## config.mk

```make
export PLATFORM = sky130hd
export DESIGN_NAME = apb_slave_regfile
export DESIGN_NICKNAME = d
export VERILOG_FILES = /design/src/rtl/apb_slave_regfile.sv
export SDC_FILE = /design/constraint.sdc
export NUM_CORES = 1
export LEC_CHECK = 0
export CELL_PAD_IN_SITES_DETAIL_PLACEMENT = 1
export CELL_PAD_IN_SITES_GLOBAL_PLACEMENT = 2
export CORE_ASPECT_RATIO = 1.25
export CORE_MARGIN = 4
export CORE_UTILIZATION = 36
export DETAILED_ROUTE_END_ITERATION = 10
export GPL_TIMING_DRIVEN = 1
export PLACE_DENSITY = 0.94
export SLEW_MARGIN = 40
export SYNTH_ARGS = -nofsm -noshare
export SYNTH_HDL_FRONTEND = slang
export SYNTH_SLANG_ARGS = --single-unit
export TNS_END_PERCENT = 5
```

## constraint.sdc

```tcl
create_clock -name HCLK -period 7.92 [get_ports HCLK]
set_input_delay 1.584 -clock HCLK [delete_from_list [all_inputs] [get_ports HCLK]]
set_output_delay 1.584 -clock HCLK [all_outputs]
set_load 0.02 [all_outputs]
```

## src/rtl/apb_slave_regfile.sv

```systemverilog
// rtl/apb_slave_regfile.sv - APB register file responder with wait states and error decode
module apb_slave_regfile #(
  parameter int                    ADDR_WIDTH  = 32,
  parameter int                    DATA_WIDTH  = 32,
  parameter int                    NUM_REGS    = 8,
  parameter int                    WAIT_STATES = 0,
  parameter logic [DATA_WIDTH-1:0] ID_VALUE    = 32'hA0B0_0001
) (
  input  logic                           HCLK,
  input  logic                           HRESETn,
  input  logic                           PSEL,
  input  logic                           PENABLE,
  input  logic [ADDR_WIDTH-1:0]          PADDR,
  input  logic                           PWRITE,
  input  logic [DATA_WIDTH-1:0]          PWDATA,
  output logic [DATA_WIDTH-1:0]          PRDATA,
  output logic                           PREADY,
  output logic                           PSLVERR,
  output logic [NUM_REGS*DATA_WIDTH-1:0] REGS_OUT
);

  localparam int IDX_W = ADDR_WIDTH - 2;
  localparam int CNT_W = (WAIT_STATES > 0) ? $clog2(WAIT_STATES + 1) : 1;

  typedef enum logic {ST_IDLE, ST_ACCESS} state_t;

  state_t                  state_q, state_d;
  logic [CNT_W-1:0]        cnt_q, cnt_d;
  logic [ADDR_WIDTH-1:0]   addr_q, addr_d;
  logic                    write_q, write_d;
  logic [DATA_WIDTH-1:0]   wdata_q, wdata_d;
  logic [DATA_WIDTH-1:0]   prdata_q, prdata_d;
  logic                    pready_q, pready_d;
  logic                    pslverr_q, pslverr_d;
  logic [DATA_WIDTH-1:0]   regs_q [1:NUM_REGS-1];
  logic [DATA_WIDTH-1:0]   regs_d [1:NUM_REGS-1];

  logic [ADDR_WIDTH-1:0]   dec_addr;
  logic                    dec_write;
  logic [IDX_W-1:0]        dec_idx;
  logic                    dec_err;
  logic [DATA_WIDTH-1:0]   rd_word;
  logic                    commit;

  // Decode the transfer: live setup values while idle (they are being latched this edge), latched copy once in ACCESS
  always_comb begin
    dec_addr  = (state_q == ST_IDLE) ? PADDR : addr_q;
    dec_write = (state_q == ST_IDLE) ? PWRITE : write_q;
    dec_idx   = dec_addr[ADDR_WIDTH-1:2];
    dec_err   = !((dec_addr[1:0] == 2'b00) && (dec_idx < IDX_W'(NUM_REGS)))
                || (dec_write && (dec_idx == '0));
    rd_word   = ID_VALUE;
    for (int i = 1; i < NUM_REGS; i++) begin
      if (dec_idx == IDX_W'(i)) rd_word = regs_q[i];
    end
  end

  // Transfer FSM: setup latch, wait-state countdown, response load, completion and abort
  always_comb begin
    state_d   = state_q;
    cnt_d     = cnt_q;
    addr_d    = addr_q;
    write_d   = write_q;
    wdata_d   = wdata_q;
    prdata_d  = prdata_q;
    pready_d  = pready_q;
    pslverr_d = pslverr_q;
    commit    = 1'b0;
    case (state_q)
      ST_IDLE: begin
        if (PSEL && !PENABLE) begin
          state_d  = ST_ACCESS;
          addr_d   = PADDR;
          write_d  = PWRITE;
          wdata_d  = PWDATA;
          cnt_d    = CNT_W'(WAIT_STATES);
          pready_d = (WAIT_STATES == 0);
          if (WAIT_STATES == 0) begin
            pslverr_d = dec_err;
            if (!dec_write) prdata_d = dec_err ? '0 : rd_word;
          end
        end
      end
      ST_ACCESS: begin
        if (!PSEL) begin
          state_d   = ST_IDLE;
          pready_d  = 1'b0;
          pslverr_d = 1'b0;
        end else if (PENABLE && !pready_q) begin
          cnt_d    = cnt_q - 1'b1;
          pready_d = (cnt_q == CNT_W'(1));
          if (cnt_q == CNT_W'(1)) begin
            pslverr_d = dec_err;
            if (!dec_write) prdata_d = dec_err ? '0 : rd_word;
          end
        end else if (PENABLE && pready_q) begin
          commit    = write_q && !dec_err;
          state_d   = ST_IDLE;
          pready_d  = 1'b0;
          pslverr_d = 1'b0;
        end
      end
      default: state_d = ST_IDLE;
    endcase
  end

  // Register file next state: only a clean completing write touches a register
  always_comb begin
    regs_d = regs_q;
    for (int i = 1; i < NUM_REGS; i++) begin
      if (commit && (dec_idx == IDX_W'(i))) regs_d[i] = wdata_q;
    end
  end

  // State registers with asynchronous active-low reset
  always_ff @(posedge HCLK or negedge HRESETn) begin
    if (!HRESETn) begin
      state_q   <= ST_IDLE;
      cnt_q     <= '0;
      addr_q    <= '0;
      write_q   <= 1'b0;
      wdata_q   <= '0;
      prdata_q  <= '0;
      pready_q  <= 1'b0;
      pslverr_q <= 1'b0;
      for (int i = 1; i < NUM_REGS; i++) regs_q[i] <= '0;
    end else begin
      state_q   <= state_d;
      cnt_q     <= cnt_d;
      addr_q    <= addr_d;
      write_q   <= write_d;
      wdata_q   <= wdata_d;
      prdata_q  <= prdata_d;
      pready_q  <= pready_d;
      pslverr_q <= pslverr_d;
      regs_q    <= regs_d;
    end
  end

  assign PRDATA  = prdata_q;
  assign PREADY  = pready_q;
  assign PSLVERR = pslverr_q;

  // Flatten register contents, with the constant ID in slot 0
  always_comb begin
    REGS_OUT = '0;
    REGS_OUT[0 +: DATA_WIDTH] = ID_VALUE;
    for (int i = 1; i < NUM_REGS; i++) REGS_OUT[i*DATA_WIDTH +: DATA_WIDTH] = regs_q[i];
  end

endmodule
```

# Yosys cells after proc, flatten, opt, wreduce, memory -nomap -nowiden
# Cells that the tools add are included.
# word_totals
register_bits,325
output_inout_bits,290
wordCells,95
# op_classes
addsub,1
magnitude_cmp,1
eq_ne,13
muxes,39
bitwise,1
n_reduce_logical,25
# ops
operator,n
2-to-1 mux 32 bit,14
"== test 30 x 3 -> 1 bit, second input constant",4
case mux 32 bit (2 select lines),1
"== test 30 x 2 -> 1 bit, second input constant",2
"== test 30 x 1 -> 1 bit, second input constant",1
logical NOT 30 bit,1
"less-than comparator 30 x 4 -> 1 bit, second input constant",1
2-to-1 mux 1 bit,20
logical AND 1 bit,13
case mux 1 bit (2 select lines),4
"inequality test 2 x 1 -> 1 bit, second input constant",3
AND reduction 3 bit,2
logical NOT 1 bit,4
"inequality test 4 x 2 -> 1 bit, second input constant",1
"inequality test 4 bit, second input constant",1
AND reduction 2 bit,2
AND reduction 4 bit,1
logical NOT 2 bit,1
"inequality test 2 bit, second input constant",1
logical OR 1 bit,1
inverter 1 bit,1
"subtractor 1 bit, second input constant",1

# Longest topological paths before layout
# logic_depth
depth_word,15
ltp_mapped,9
mapped_depth_nobuf,5

# Least setup slack after synthesis
# Ideal clock, no wire load.
# synth_timing
path_kind,input to register
startpoint,input port PADDR[20]
endpoint,"register regs_q, in the netlist REGS_OUT[225]"
setup_time_ps,128
t_arrival_ps,3628
slack_ps,4165
cell_stages,7
n_path_buf,2
path_cell_list,or4_1 > o22a_1 > a2111oi_1 > and4b_1 > buf_2 > buf_4 > mux2_1
# synth_via
elab_chain_len,12
# synth_rtl
element,line,source
"start, declared",13,"input logic [ADDR_WIDTH-1:0] PADDR,"
2-to-1 mux 32 bit *,47,dec_addr = (state_q == ST_IDLE) ? PADDR : addr_q;
less-than comparator 30 x 4 -> 1 bit,50,dec_err = !((dec_addr[1:0] == 2'b00) && (dec_idx < IDX_W'(NUM_REGS)))
logical AND 1 bit,50,
logical NOT 1 bit,50,
logical OR 1 bit,51,|| (dec_write && (dec_idx == '0));
logical NOT 1 bit,97,commit = write_q && !dec_err;
logical AND 1 bit,97,
2-to-1 mux 1 bit,96,end else if (PENABLE && pready_q) begin
2-to-1 mux 1 bit,89,end else if (PENABLE && !pready_q) begin
2-to-1 mux 1 bit,85,if (!PSEL) begin
2-to-1 mux 1 bit,69,case (state_q)
logical AND 1 bit *,111,if (commit && (dec_idx == IDX_W'(i))) regs_d[i] = wdata_q;
"end signal, assigned",136,regs_q <= regs_d;
"end, declared",35,logic [DATA_WIDTH-1:0] regs_q [1:NUM_REGS-1];
# Every way passes the cells marked *; elsewhere a longest branch is shown, timed or not.
# A chain may end at the register's enable or synchronous reset.

# Worst setup path after layout
# layout_timing
startpoint,input port PADDR[13]
endpoint,"register regs_q, in the netlist REGS_OUT[157]"
# The elaborated chain is that of the path after synthesis.

==> impl_metrics.env <==
export IMPL_coreArea_mm2=0.04012
export IMPL_grtUsageTotal=0.2302
export IMPL_crit_slowest_cell="nand3_2"
export IMPL_crit_path_max_incr_delay_ns=0.71
export IMPL_drive_gt1_frac=0.1279
export IMPL_grt_overflow=0
export IMPL_grt_pass1_wl_um=77660
export IMPL_grt_pass1_vias=12060
export IMPL_internal_power_w=0.002770
export IMPL_drt_iter0_markers=673
export IMPL_rr_worst_depth=7
export IMPL_wl_per_cell_um=25.93
export IMPL_hold_path_class="flip-flop to flip-flop"
export IMPL_hold_buffers=0
export IMPL_initial_utilization=0.3635
export IMPL_synth_avg_cell_area_um2=13.16
export IMPL_critical_path_startpoint="PADDR[13]"
export IMPL_postCtsSetupBuffers=0
export IMPL_io_pin_count=359
export IMPL_synth_top_cells_by_area="dfrtp_1 56%, mux2_1 17%, mux2_2 6.8%"
export IMPL_gp_routability_congestion=0.7462
export IMPL_pwr_share_clk=0.422
export IMPL_synth_main_ff_cell="dfrtp_1"
export IMPL_antenna_found_initial=0
export IMPL_synth_area_mm2=0.01458
export IMPL_cp_required_ns=8.31
export IMPL_comb_power_share=0.091
export IMPL_yosys_area_top_type_share=0.5577
export IMPL_powerDensity_mw_per_mm2=191.3
export IMPL_p_leak_nw=8.828
export IMPL_fin_crit_ns=4.520
export IMPL_crit_path_start_kind="input port"
export IMPL_drc_errors=0
export IMPL_vias=10830
export IMPL_ys_seq_area_frac=0.5577
export IMPL_clockBufferDepth=3
export IMPL_setup_violations=0
export IMPL_ir_drop_v=0.0001668
export IMPL_rows=82
export IMPL_grt_max_degree=130
export IMPL_clkSinkCount=325
export IMPL_drt_total_wl_um=51660
export IMPL_dieArea_mm2=0.04381
export IMPL_arrival_ns=4.91
export IMPL_ys_async_sr_fraction=1.000
export IMPL_critPathMaxFanout=17
export IMPL_clkLatencyLatePin_ns=0.53
export IMPL_grt_setup_unrepaired="no"
export IMPL_yosysWarnings=0
export IMPL_hp_start="PRDATA[9]"
export IMPL_die_h_um=233.0
export IMPL_post_route_period_util=0.5707
export IMPL_ant_nets=0
export IMPL_dp_hpwl_um=33950
export IMPL_synth_top_area_cell="dfrtp_1"
export IMPL_min_path_cells=2
export IMPL_num_antenna_cells=0
export IMPL_root_buffer="clkbuf_16"
export IMPL_tightest_slew_ns=0.8102
export IMPL_synth_edf_count=0
export IMPL_ys_types=56
export IMPL_syn_to_final_growth_pct=34.31
export IMPL_fin_setup_tns_ns=0
export IMPL_setup_worst_path_class="input port to flip-flop"
export IMPL_swShare=0.2606
export IMPL_tritoncts="yes"
export IMPL_cts_resized_gates=0
export IMPL_synth_seq_cells=325
export IMPL_max_slew_margin_rel=0.4599
export IMPL_port_buffers=326
export IMPL_htree_levels=2
export IMPL_die_w_um=188.0
export IMPL_finClkSkew_ns=0.02165
export IMPL_synth_most_common_cell="dfrtp_1"
export IMPL_syn_instance_count=1108
export IMPL_finalHoldViolCount=0
export IMPL_outcome="completed"
export IMPL_critical_path_cell_chain="clkdlybuf4s50_1 -> nor4_1 -> nand4_1 -> a221oi_2 -> nand3_2 -> buf_4 -> mux2_1"
export IMPL_p_seq_frac=0.487
export IMPL_switchingPower_w=0.0009765
export IMPL_end_kind="flip-flop"
export IMPL_slew_violations=0
export IMPL_cts_made_buffers=35
export IMPL_nets=1492
export IMPL_placed_area_mm2=0.01848
export IMPL_drtPass1Iterations=5
export IMPL_regToRegStartpoint="state_q"
export IMPL_cap_violations=0
export IMPL_fmax_mhz=221.3
export IMPL_synth_commonest_cells="325 x dfrtp_1, 225 x mux2_1, 88 x mux2_2"
export IMPL_vias_per_cell=5.436
export IMPL_design_area_mm2=0.01959
export IMPL_path_clk_slew_ns=0.06
layout by cell type (no fill, tap or decap), types with 3 or more instances in the layout:
cell type        instances
a41oi_1                  6
clkinv_2                 6
clkbuf_1                 9
mux2_1                 225
and2_1                   6
o21ai_0                  9
nand3_1                  3
conb_1                  32
a21oi_1                  7
nor4b_1                  3
clkdlybuf4s50_1        325
mux2_2                  88
a221oi_1                26
clkbuf_16               36
nor2_1                  12
o21ai_1                  8
a22o_1                  22
buf_16                   3
nor4_1                   7
clkbuf_8                 6
o31ai_1                 22
a2bb2oi_1                3
nand2_1                 81
nand2b_1                 4
mux2i_1                  7
nor3_1                   6
inv_1                   16
or3b_1                   3
and3_1                   7
o2bb2ai_1               22
a22oi_1                 31
dfrtp_1                325
nand3_2                  3
a32o_1                   3
a222oi_1                 3
nor2b_1                  3
o22ai_4                  3
buf_4                   20
nand4_1                  5
power groups by stage:
stage	registers (W)	logic (W)	clock network, W
after floorplan	0.00181	0.000201	0
after global placement	0.00184	0.000326	0
after detailed placement	0.00185	0.000341	0
after CTS	0.00182	0.000344	0.00162
after global routing	0.00184	0.000370	0.00169
final	0.00183	0.000342	0.00158
layout make-up:
cell class                      count  area (um2)
Sequential cell                   325        8133
Clock buffer                       51        1017
Clock inverter                      9       62.56
Timing Repair Buffer              352        3543
Fill cell                        4038       20530
Multi-Input combinational cell    693        6087
Tap cell                          546       683.2
Inverter                           16       60.06
worst max-delay path, delay by kind of cell:
| kind | cells | cell delay [ns] |
|---|---|---|
| AOI/OAI and AO/OA | 1 | 0.61 |
| buffers and inverters | 2 | 0.93 |
| muxes | 1 | 0.36 |
| and+or+nand+nor | 3 | 1.38 |
through the flow:
step                total power, W  setup WS [ns]  instances    util  hold slack [ns]
floorplan                 0.002013          4.165       1138       -           0.4726
global placement          0.002170          2.413       1928  0.4586           0.4607
detailed placement        0.002193          2.899       1931  0.4606           0.4735
CTS                       0.003783          3.446       1991  0.4876           0.4836
global route              0.003895          3.246       1992  0.4882           0.5058
finish                    0.003746          3.400       1992  0.4882           0.4838
registers in the layout (all words and copies together), names as in the netlist:
| signal | count |
|---|---|
| write_q | 1 |
| state_q | 1 |
| addr_q | 32 |
| PSLVERR | 1 |
| REGS_OUT | 224 |
| PRDATA | 32 |
| wdata_q | 32 |
| PREADY | 1 |
| cnt_q | 1 |
final timing paths:
path                                  to  slack [ns]
setup / recovery           REGS_OUT[157]        3.40
hold / removal                 PRDATA[9]        0.48
setup reg to reg           REGS_OUT[157]        4.27
hold reg to reg                PRDATA[9]        0.48
max in group asynchronous  REGS_OUT[135]        5.45
min in group asynchronous  REGS_OUT[251]        1.00
layer usage:
| layer | share of wire | vias to the layer above | track usage | routed length [um] |
|---|---|---|---|---|
| met4 | 0.036 | 0 | 0.09064 | 1846 |
| met2 | 0.51 | 404 | 0.3995 | 26100 |
| li1 | - | 4674 | - | - |
| met3 | 0.068 | 98 | 0.05582 | 3515 |
| met1 | 0.39 | 5653 | 0.2760 | 20200 |
| met5 | 0 | - | 0 | 0 |
cell families after synthesis:
logic type,Yosys count,synth area share
muxes,321,0.2472
DFF,325,0.5577
AOI/OAI and AO/OA,180,0.09816
buffers and inverters,120,0.04076
and+or+nand+nor,160,0.05569
other,2,0.0005150
Note: power is estimated with default switching activity, not from simulation.
